===== src/rtl/calc_display_driver.sv =====
// Converts the core's signed result to sign-magnitude BCD (24-cycle shift-add-3) and
// scans it onto an 8-digit active-low 7-segment display; no backpressure, input is re-sampled when idle.
module calc_display_driver #(
  parameter int CLK_DIV = 1000
) (
  input  logic        clk,
  input  logic        pwr,
  input  logic [31:0] displayedNum,
  output logic [7:0]  an,
  output logic [6:0]  seg,
  output logic        dp,
  output logic        busy,
  output logic [31:0] bcd
);

  localparam int PW = (CLK_DIV > 1) ? $clog2(CLK_DIV) : 1;

  typedef enum logic [1:0] {IDLE, CONVERT, FORMAT} state_t;

  state_t        state_q, state_d;
  logic [31:0]   lat_q, lat_d;
  logic          neg_q, neg_d;
  logic          ovf_q, ovf_d;
  logic [23:0]   sreg_q, sreg_d;
  logic [27:0]   acc_q, acc_d;
  logic [4:0]    cnt_q, cnt_d;
  logic [31:0]   bcd_q, bcd_d;
  logic [PW-1:0] pre_q, pre_d;
  logic [2:0]    idx_q, idx_d;
  logic [7:0]    an_q, an_d;
  logic [6:0]    seg_q, seg_d;

  logic [31:0]   mag;
  logic          mismatch;
  logic [31:0]   fmt;
  logic [27:0]   acc_adj;

  function automatic logic [6:0] seg_dec(input logic [3:0] c);
    case (c)
      4'h0: seg_dec = 7'b1000000;
      4'h1: seg_dec = 7'b1111001;
      4'h2: seg_dec = 7'b0100100;
      4'h3: seg_dec = 7'b0110000;
      4'h4: seg_dec = 7'b0011001;
      4'h5: seg_dec = 7'b0010010;
      4'h6: seg_dec = 7'b0000010;
      4'h7: seg_dec = 7'b1111000;
      4'h8: seg_dec = 7'b0000000;
      4'h9: seg_dec = 7'b0010000;
      4'hA: seg_dec = 7'b0111111;
      4'hE: seg_dec = 7'b0000110;
      default: seg_dec = 7'b1111111;
    endcase
  endfunction

  always_ff @(posedge clk) begin
    if (pwr) begin
      state_q <= IDLE;
      lat_q   <= 32'd0;
      neg_q   <= 1'b0;
      ovf_q   <= 1'b0;
      sreg_q  <= 24'd0;
      acc_q   <= 28'd0;
      cnt_q   <= 5'd0;
      bcd_q   <= 32'hBBBBBBB0;
      pre_q   <= '0;
      idx_q   <= 3'd0;
      an_q    <= 8'hFE;
      seg_q   <= 7'b1000000;
    end else begin
      state_q <= state_d;
      lat_q   <= lat_d;
      neg_q   <= neg_d;
      ovf_q   <= ovf_d;
      sreg_q  <= sreg_d;
      acc_q   <= acc_d;
      cnt_q   <= cnt_d;
      bcd_q   <= bcd_d;
      pre_q   <= pre_d;
      idx_q   <= idx_d;
      an_q    <= an_d;
      seg_q   <= seg_d;
    end
  end

  // Magnitude of the incoming value; 0x80000000 maps to 2^31 and lands in overflow.
  assign mag      = displayedNum[31] ? (~displayedNum + 32'd1) : displayedNum;
  assign mismatch = (displayedNum != lat_q);

  always_comb begin
    state_d = state_q;
    case (state_q)
      IDLE:    if (mismatch) state_d = (mag > 32'd9_999_999) ? FORMAT : CONVERT;
      CONVERT: if (cnt_q == 5'd23) state_d = FORMAT;
      FORMAT:  state_d = IDLE;
      default: state_d = IDLE;
    endcase
  end

  always_comb begin
    acc_adj = acc_q;
    for (int i = 0; i < 7; i++) begin
      if (acc_q[4*i +: 4] >= 4'd5) acc_adj[4*i +: 4] = acc_q[4*i +: 4] + 4'd3;
    end
  end

  // Blank leading zeros above the most significant nonzero digit; sign goes one place left of it.
  always_comb begin
    int top;
    top = 0;
    fmt = 32'hBBBBBBBB;
    for (int i = 0; i < 7; i++) begin
      if (acc_q[4*i +: 4] != 4'd0) top = i;
    end
    for (int i = 0; i < 7; i++) begin
      if (i <= top) fmt[4*i +: 4] = acc_q[4*i +: 4];
    end
    for (int i = 1; i < 8; i++) begin
      if (neg_q && (i == top + 1)) fmt[4*i +: 4] = 4'hA;
    end
    if (ovf_q) fmt = 32'hBBBBBBBE;
  end

  always_comb begin
    lat_d  = lat_q;
    neg_d  = neg_q;
    ovf_d  = ovf_q;
    sreg_d = sreg_q;
    acc_d  = acc_q;
    cnt_d  = cnt_q;
    bcd_d  = bcd_q;
    case (state_q)
      IDLE: begin
        if (mismatch) begin
          lat_d  = displayedNum;
          neg_d  = displayedNum[31];
          ovf_d  = (mag > 32'd9_999_999);
          sreg_d = mag[23:0];
          acc_d  = 28'd0;
          cnt_d  = 5'd0;
        end
      end
      CONVERT: begin
        {acc_d, sreg_d} = {acc_adj, sreg_q} << 1;
        cnt_d           = cnt_q + 5'd1;
      end
      FORMAT:  bcd_d = fmt;
      default: ;
    endcase
  end

  // Scanner is free-running; outputs are registered from next-state values so they track idx_q.
  always_comb begin
    if (pre_q == PW'(CLK_DIV - 1)) begin
      pre_d = '0;
      idx_d = idx_q + 3'd1;
    end else begin
      pre_d = pre_q + PW'(1);
      idx_d = idx_q;
    end
    an_d  = ~(8'd1 << idx_d);
    seg_d = seg_dec(bcd_d[{idx_d, 2'b00} +: 4]);
  end

  always_comb begin
    busy = (state_q != IDLE);
    dp   = 1'b1;
    bcd  = bcd_q;
    an   = an_q;
    seg  = seg_q;
  end

endmodule


===== config.mk =====
export PLATFORM = sky130hd
export DESIGN_NAME = calc_display_driver
export DESIGN_NICKNAME = d
export VERILOG_FILES = /design/src/rtl/calc_display_driver.sv
export SDC_FILE = /design/constraint.sdc
export NUM_CORES = 1
export LEC_CHECK = 0
export CORE_UTILIZATION = 45
export DETAILED_ROUTE_END_ITERATION = 6
export PLACE_DENSITY_LB_ADDON = 0.05
export SKIP_CTS_REPAIR_TIMING = 1
export SLEW_MARGIN = 30
export SYNTH_ARGS = -nofsm -noshare
export SYNTH_HDL_FRONTEND = slang
export SYNTH_SLANG_ARGS = --single-unit

===== constraint.sdc =====
create_clock -name clk -period 4.3 [get_ports clk]
set_input_delay 0.645 -clock clk [delete_from_list [all_inputs] [get_ports clk]]
set_output_delay 0.645 -clock clk [all_outputs]
set_load 0.01 [all_outputs]

# After elaboration in Yosys (flattened, before gate mapping)
# Memory sizes are Yosys's and may differ from the RTL's. A register that Yosys moved wholly into a read port is not among the register bits.
# Index checks and enable logic that the tools add are counted.
# W data, S select, Z words.
word_totals:
  reg_bits: 146
  latchBits: 0
  mem_bits_rw: 0
  rom_bits: 112
  inputBits: 34
  output_inout_bits: 49
  mem_count: 1
memory_table:
  columns: ["name", "depth", "width", "read_ports", "rd_clocked_by_memory_dff", "write_ports", "line", "rtl"]
  rows:
  - ["(name not given)", 16, 7, 1, 1, 0, "39", "case (c)"]
classes:
  add_sub_neg: 12
  mul: 0
  n_div: 0
  n_lt_le_gt_ge: 15
  eq_ne: 14
  n_shift: 2
  muxes: 41
  n_bitwise: 2
  reduce_logical: 20
ops:
  columns: ["operator", "n"]
  rows:
  - ["$mux W32", 8]
  - ["$eq A4 B32 Y1 const A", 4]
  - ["$le A4 B32 Y1 const A", 3]
  - ["$mux W4", 19]
  - ["$eq A3 B32 Y1 const A", 2]
  - ["$le A3 B32 Y1 const A", 2]
  - ["$pmux W28 S2", 1]
  - ["$pmux W24 S2", 1]
  - ["$add A32 B1 Y32 const B", 1]
  - ["$add A32 B2 Y32 const B", 1]
  - ["$eq A2 B32 Y1 const A", 1]
  - ["$gt A32 B24 Y1 const B", 1]
  - ["$le A1 B32 Y1 const A", 1]
  - ["$le A2 B32 Y1 const A", 1]
  - ["$ne A32 B32 Y1", 1]
  - ["$not A32 Y32", 1]
  - ["$shiftx A32 B6 Y4", 1]
  - ["$ge A4 B3 Y1 const B", 7]
  - ["$mux W28", 1]
  - ["$add A4 B2 Y4 const B", 6]
  - ["$mux W24", 1]
  - ["$reduce_bool A4 Y1", 6]
  - ["$add A10 B1 Y10 const B", 1]
  - ["$eq A10 B10 Y1 const B", 1]
  - ["other kinds (20)", 34]

# Longest topological paths before layout
depth:
  depth_word: 14
  depth_mapped: 18

# Least setup slack after synthesis
# OpenSTA, ideal clock, no wires.
synth_timing:
  path_type: "flip-flop to flip-flop"
  start: "register acc_q[20]"
  end: "register seg_q[6] (netlist: seg[6])"
  arrival_time_ns: 3.646
  setup_slack_ns: 0.534
  path_stages_with_launch: 19
  path_buffers: 0
  cell_sequence: "dfxtp_1 > inv_1 > ha_1 > nor3b_2 > nand2_1 > or3_1 > inv_2 > ha_1 > nand2b_1 > or3_1 > a21oi_1 > o31a_1 > nand2_1 > o221ai_2 > inv_1 > ha_1 > nor2_1 > a222oi_1 > or2_1"
synth_via:
  elab_chain_len: 10
synth_lines:
  columns: ["element", "line", "rtl"]
  rows:
  - ["start: declaration", "25", "logic [27:0] acc_q, acc_d;"]
  - ["start signal: assignment", "63", "acc_q <= 28'd0;"]
  - ["start signal: assignment", "76", "acc_q <= acc_d;"]
  - ["$reduce_bool A4 Y1", "113", "if (acc_q[4*i +: 4] != 4'd0) top = i;"]
  - ["$mux W32 (2 in a row)", "113", null]
  - ["$add A32 B2 Y32", "119", "if (neg_q && (i == top + 1)) fmt[4*i +: 4] = 4'hA;"]
  - ["$eq A2 B32 Y1, or another cell as far along", "119", null]
  - ["$logic_and A1 B1 Y1", "119", null]
  - ["$mux W4 / $mux W1 (equally long branches)", "119", null]
  - ["$mux W32 *", "121", "if (ovf_q) fmt = 32'hBBBBBBBE;"]
  - ["$mux W32 *", "132", "case (state_q)"]
  - ["$shiftx A32 B6 Y4 *", "162", "seg_d = seg_dec(bcd_d[{idx_d, 2'b00} +: 4]);"]
  - ["end: declaration", "31", "logic [6:0] seg_q, seg_d;"]
# Every way passes the cells marked *; elsewhere a longest branch is shown, timed or not.
# A chain may end at the register's enable or synchronous reset.

# Worst setup path after layout
layout_timing:
  start: "register acc_q[21]"
  end: "register seg_q[6] (netlist: seg[6])"
# Same word-level chain as after synthesis.

==> run_summary.xml <==
<?xml version="1.0" encoding="UTF-8"?>
<metrics>
  <group name="clocking">
    <metric name="cts_num_sinks" unit="">152</metric>
    <metric name="clock-root-buffer" unit="">clkbuf_16</metric>
    <metric name="cts.path.max_buffers" unit="">2</metric>
    <metric name="clk_latency" unit="ps">440</metric>
    <metric name="clock_tree_from_tritoncts" unit="">yes</metric>
    <metric name="tritoncts.num_buffers" unit="">17</metric>
    <metric name="h-tree-depth" unit="">4</metric>
    <metric name="clk_transition_reported_paths" unit="ps">70</metric>
  </group>
  <group name="timing">
    <metric name="slew_violations" unit="">0</metric>
    <metric name="postLayoutSetupSlackWorst" unit="ps">252.8</metric>
    <metric name="setup_viol" unit="">0</metric>
    <metric name="layout_worst_path_cycle_share" unit="%">94.12</metric>
    <metric name="final.setup_skew" unit="ps">10.64</metric>
    <metric name="fmax" unit="MHz">247.1</metric>
    <metric name="period_needed" unit="ps">4047</metric>
    <metric name="endpoints_failing_hold" unit="">0</metric>
    <metric name="whs" unit="ps">445.2</metric>
    <metric name="finalSetupTns" unit="ps">0</metric>
    <metric name="worst_slew_margin_rel" unit="%">47.11</metric>
    <metric name="worst_slew_pin_tran" unit="ps">793.4</metric>
  </group>
  <group name="synth">
    <metric name="synth_top_area_share" unit="%">35.88</metric>
    <metric name="syn_area" unit="um^2">8481</metric>
    <metric name="post-synth-top-area-cell" unit="">dfxtp_1</metric>
    <metric name="yosys_most_used_dff" unit="">dfxtp_1</metric>
    <metric name="synth_most_common_cell" unit="">dfxtp_1</metric>
    <metric name="yosysWarnings" unit="">0</metric>
    <metric name="syn_area_per_cell" unit="um^2">8.226</metric>
    <metric name="synthCells" unit="">1031</metric>
    <metric name="synth_enable_flop_cells" unit="">0</metric>
    <metric name="netlist_top_cells_count" unit="">dfxtp_1 (152), nor2_1 (145), nand2_1 (83), a21oi_1 (65), xor2_1 (59)</metric>
    <metric name="synth-async-reset-ratio" unit="%">0</metric>
    <metric name="synth-seq-cells" unit="">152</metric>
    <metric name="synth.net_count" unit="">1094</metric>
    <metric name="synth_top_cells_by_area" unit="">dfxtp_1 (36%), nor2_1 (6.4%), xor2_1 (6.1%)</metric>
    <metric name="synth_cell_types" unit="">83</metric>
    <metric name="seq_area_frac_synth" unit="%">35.88</metric>
  </group>
  <group name="worst_hold_path">
    <metric name="holdPathStages" unit="">1</metric>
    <metric name="hold_path_startpoint" unit="">pre_q[0]</metric>
    <metric name="hold_path_end" unit="">pre_q[0]</metric>
    <metric name="min-delay-path-class" unit="">reg2reg</metric>
  </group>
  <group name="grt">
    <metric name="globalRouteTotalUtil" unit="%">24.98</metric>
    <metric name="first_global_vias" unit="">7291</metric>
    <metric name="globalRoute.totalOverflow" unit="">0</metric>
    <metric name="global_route_wire_length_before_repair" unit="um">38280</metric>
    <metric name="maximum_number_of_pins_on_one_net_before_global_route_repair" unit="">80</metric>
    <metric name="antenna_found_initial" unit="">0</metric>
  </group>
  <group name="worst_setup_path">
    <metric name="crit_path_end_kind" unit="">flop</metric>
    <metric name="regToRegEndpoint" unit="">seg[6]</metric>
    <metric name="reg2regPathDepth" unit="">18</metric>
    <metric name="critical_path_rt" unit="ps">4630</metric>
    <metric name="cp_slowest_stage_delay" unit="ps">430</metric>
    <metric name="crit_fanout" unit="">7</metric>
    <metric name="setup.worst_path.start_class" unit="">flop</metric>
    <metric name="crit_path_cell_chain" unit="">inv_1, ha_2, nor3b_4, nand2_1, or3_1, inv_2, ha_1, nand2b_2, or3_1, a21oi_1, o31a_1, nand2_1, o221ai_4, inv_1, ha_1, nor2_1, a222oi_1, or2_1</metric>
    <metric name="crit_family" unit="">simple AND/OR/NAND/NOR gates</metric>
    <metric name="timing.critical_path.buf_inv" unit="">3</metric>
    <metric name="timing.reg2reg.setup_slack" unit="ps">250</metric>
    <metric name="worst_ep_arrival_time" unit="ps">4380</metric>
    <metric name="r2r-start" unit="">acc_q[21]</metric>
    <metric name="setup.worst_path.class" unit="">reg2reg</metric>
    <metric name="timing.critical_path.slowest_stage_cell" unit="">or3_1</metric>
  </group>
  <group name="layout">
    <metric name="final_design_area_no_fill" unit="um^2">10130</metric>
    <metric name="sequential_cell_area" unit="um^2">3043</metric>
    <metric name="multi_input_area" unit="um^2">5076</metric>
    <metric name="final_layout_size_suffix_gt1_share" unit="%">10.07</metric>
    <metric name="stdcell_count" unit="">1331</metric>
    <metric name="nets" unit="">1152</metric>
    <metric name="area.growth.synth_to_final" unit="%">19.46</metric>
    <metric name="antenna_cells_inserted" unit="">0</metric>
    <metric name="final.fill_count" unit="">1721</metric>
  </group>
  <group name="floorplanning">
    <metric name="design.portCount" unit="">83</metric>
    <metric name="std_cell_rows" unit="">49</metric>
    <metric name="coreArea" unit="um^2">18210</metric>
    <metric name="start_util" unit="%">46.57</metric>
    <metric name="design.die.area" unit="um^2">19400</metric>
    <metric name="die_w" unit="um">139.3</metric>
    <metric name="floorplan.die.height" unit="um">139.3</metric>
  </group>
  <group name="run">
    <metric name="max_cap_violations" unit="">0</metric>
  </group>
  <group name="power">
    <metric name="pleak" unit="nW">3.841</metric>
    <metric name="power.ir.vdd_worst" unit="mV">0.2611</metric>
    <metric name="power.density_cell_area" unit="nW/um^2">334.8</metric>
  </group>
  <group name="placement">
    <metric name="buffer_ports.inserted" unit="">81</metric>
    <metric name="detailed_place_hpwl" unit="um">16740</metric>
    <metric name="placedInstanceArea" unit="um^2">9514</metric>
    <metric name="placement.setup.worst_slack" unit="ps">123.8</metric>
    <metric name="dp.cells" unit="">1298</metric>
    <metric name="finalWeightedCongestion" unit="">0.8850</metric>
  </group>
  <group name="detailed_routing">
    <metric name="firstDrtPassIters" unit="">7</metric>
    <metric name="wl_per_cell" unit="um">17.48</metric>
    <metric name="postRouteWirelength" unit="um">23270</metric>
    <metric name="drc" unit="">0</metric>
    <metric name="via_total_after_detailed_routing" unit="">7625</metric>
    <metric name="viasPerCell" unit="">5.729</metric>
    <metric name="drt-initial-drc-count" unit="">428</metric>
    <metric name="final_antenna_net_count" unit="">0</metric>
  </group>
  <group name="status">
    <metric name="outcome" unit="">completed</metric>
  </group>
</metrics>
[routing by layer]
layer / part of all wire (%) / track usage, %
met1: 45 / 30.76
met5: 0 / 0
met3: 3.3 / 4.405
met4: 3.0 / 11.58
met2: 49 / 42.40
[report_power, final]
group	switching (W)	total (W)	leakage (nW)	internal, W
combinational	0.000232	0.000406	2.32	0.000174
sequential	0.0000380	0.00150	1.24	0.00146
clock	0.000708	0.00148	0.283	0.000776
total	0.000978	0.00339	3.84	0.00241
[state kept, by name, indices dropped and copies added, names as in the netlist]
register	flops
ovf_q	1
acc_q	28
seg	7
lat_q	32
an	8
sreg_q	24
state_q	2
cnt_q	5
idx_q	3
bcd	32
pre_q	10
[worst max-delay path by stage]
stage,from,end,cells past startpoint
2_1_floorplan,acc_q[20],seg[6],18
3_3_place_gp,acc_q[20],seg[6],18
3_5_place_dp,acc_q[21],seg[6],18
4_1_cts,acc_q[21],seg[6],18
5_1_grt,acc_q[21],seg[6],18
6_report,acc_q[21],seg[6],18
[final cells by class]
cell class	count	area share, %
Tap cell	229	2.828
Inverter	29	1.074
Timing Repair Buffer	108	10.23
Multi-Input combinational cell	781	50.10
Sequential cell	152	30.04
Clock inverter	15	1.531
Clock buffer	17	4.199
[kinds of logic (layout without fill, tap and decap cells)]
group / Yosys count / count (layout) / share of synthesized area (%)
XOR/XNOR: 75 / 75 / 7.746
other: 1 / 1 / 0.04422
buffers and inverters: 98 / 169 / 4.780
flip-flops: 152 / 152 / 35.88
AND/OR/NAND/NOR: 407 / 407 / 24.43
multiplexers: 41 / 41 / 4.928
adder cells (fa/ha/maj): 29 / 29 / 4.279
AO/OA/AOI/OAI: 228 / 228 / 17.91
[cells in the final DEF, fill, tap and decap left out, drive strengths merged, types with 16 or more instances in the layout]
master / count
a21oi: 65
a221oi: 23
buf: 28
clkbuf: 17
clkdlybuf4s50: 80
dfxtp: 152
ha: 29
inv: 39
mux2i: 35
nand2: 84
nand3: 46
nor2: 146
nor3: 24
o21ai: 49
xnor2: 16
xor2: 59
[per-stage QoR]
step / power [W] / util (%)
6_report: 0.003392 / 55.64
5_1_grt: 0.003537 / 55.64
2_1_floorplan: 0.001789 / -
3_5_place_dp: 0.001939 / 52.25
3_3_place_gp: 0.001938 / 52.25
4_1_cts: 0.003428 / 55.44
No activity file was read; power rests on OpenSTA's default activity.
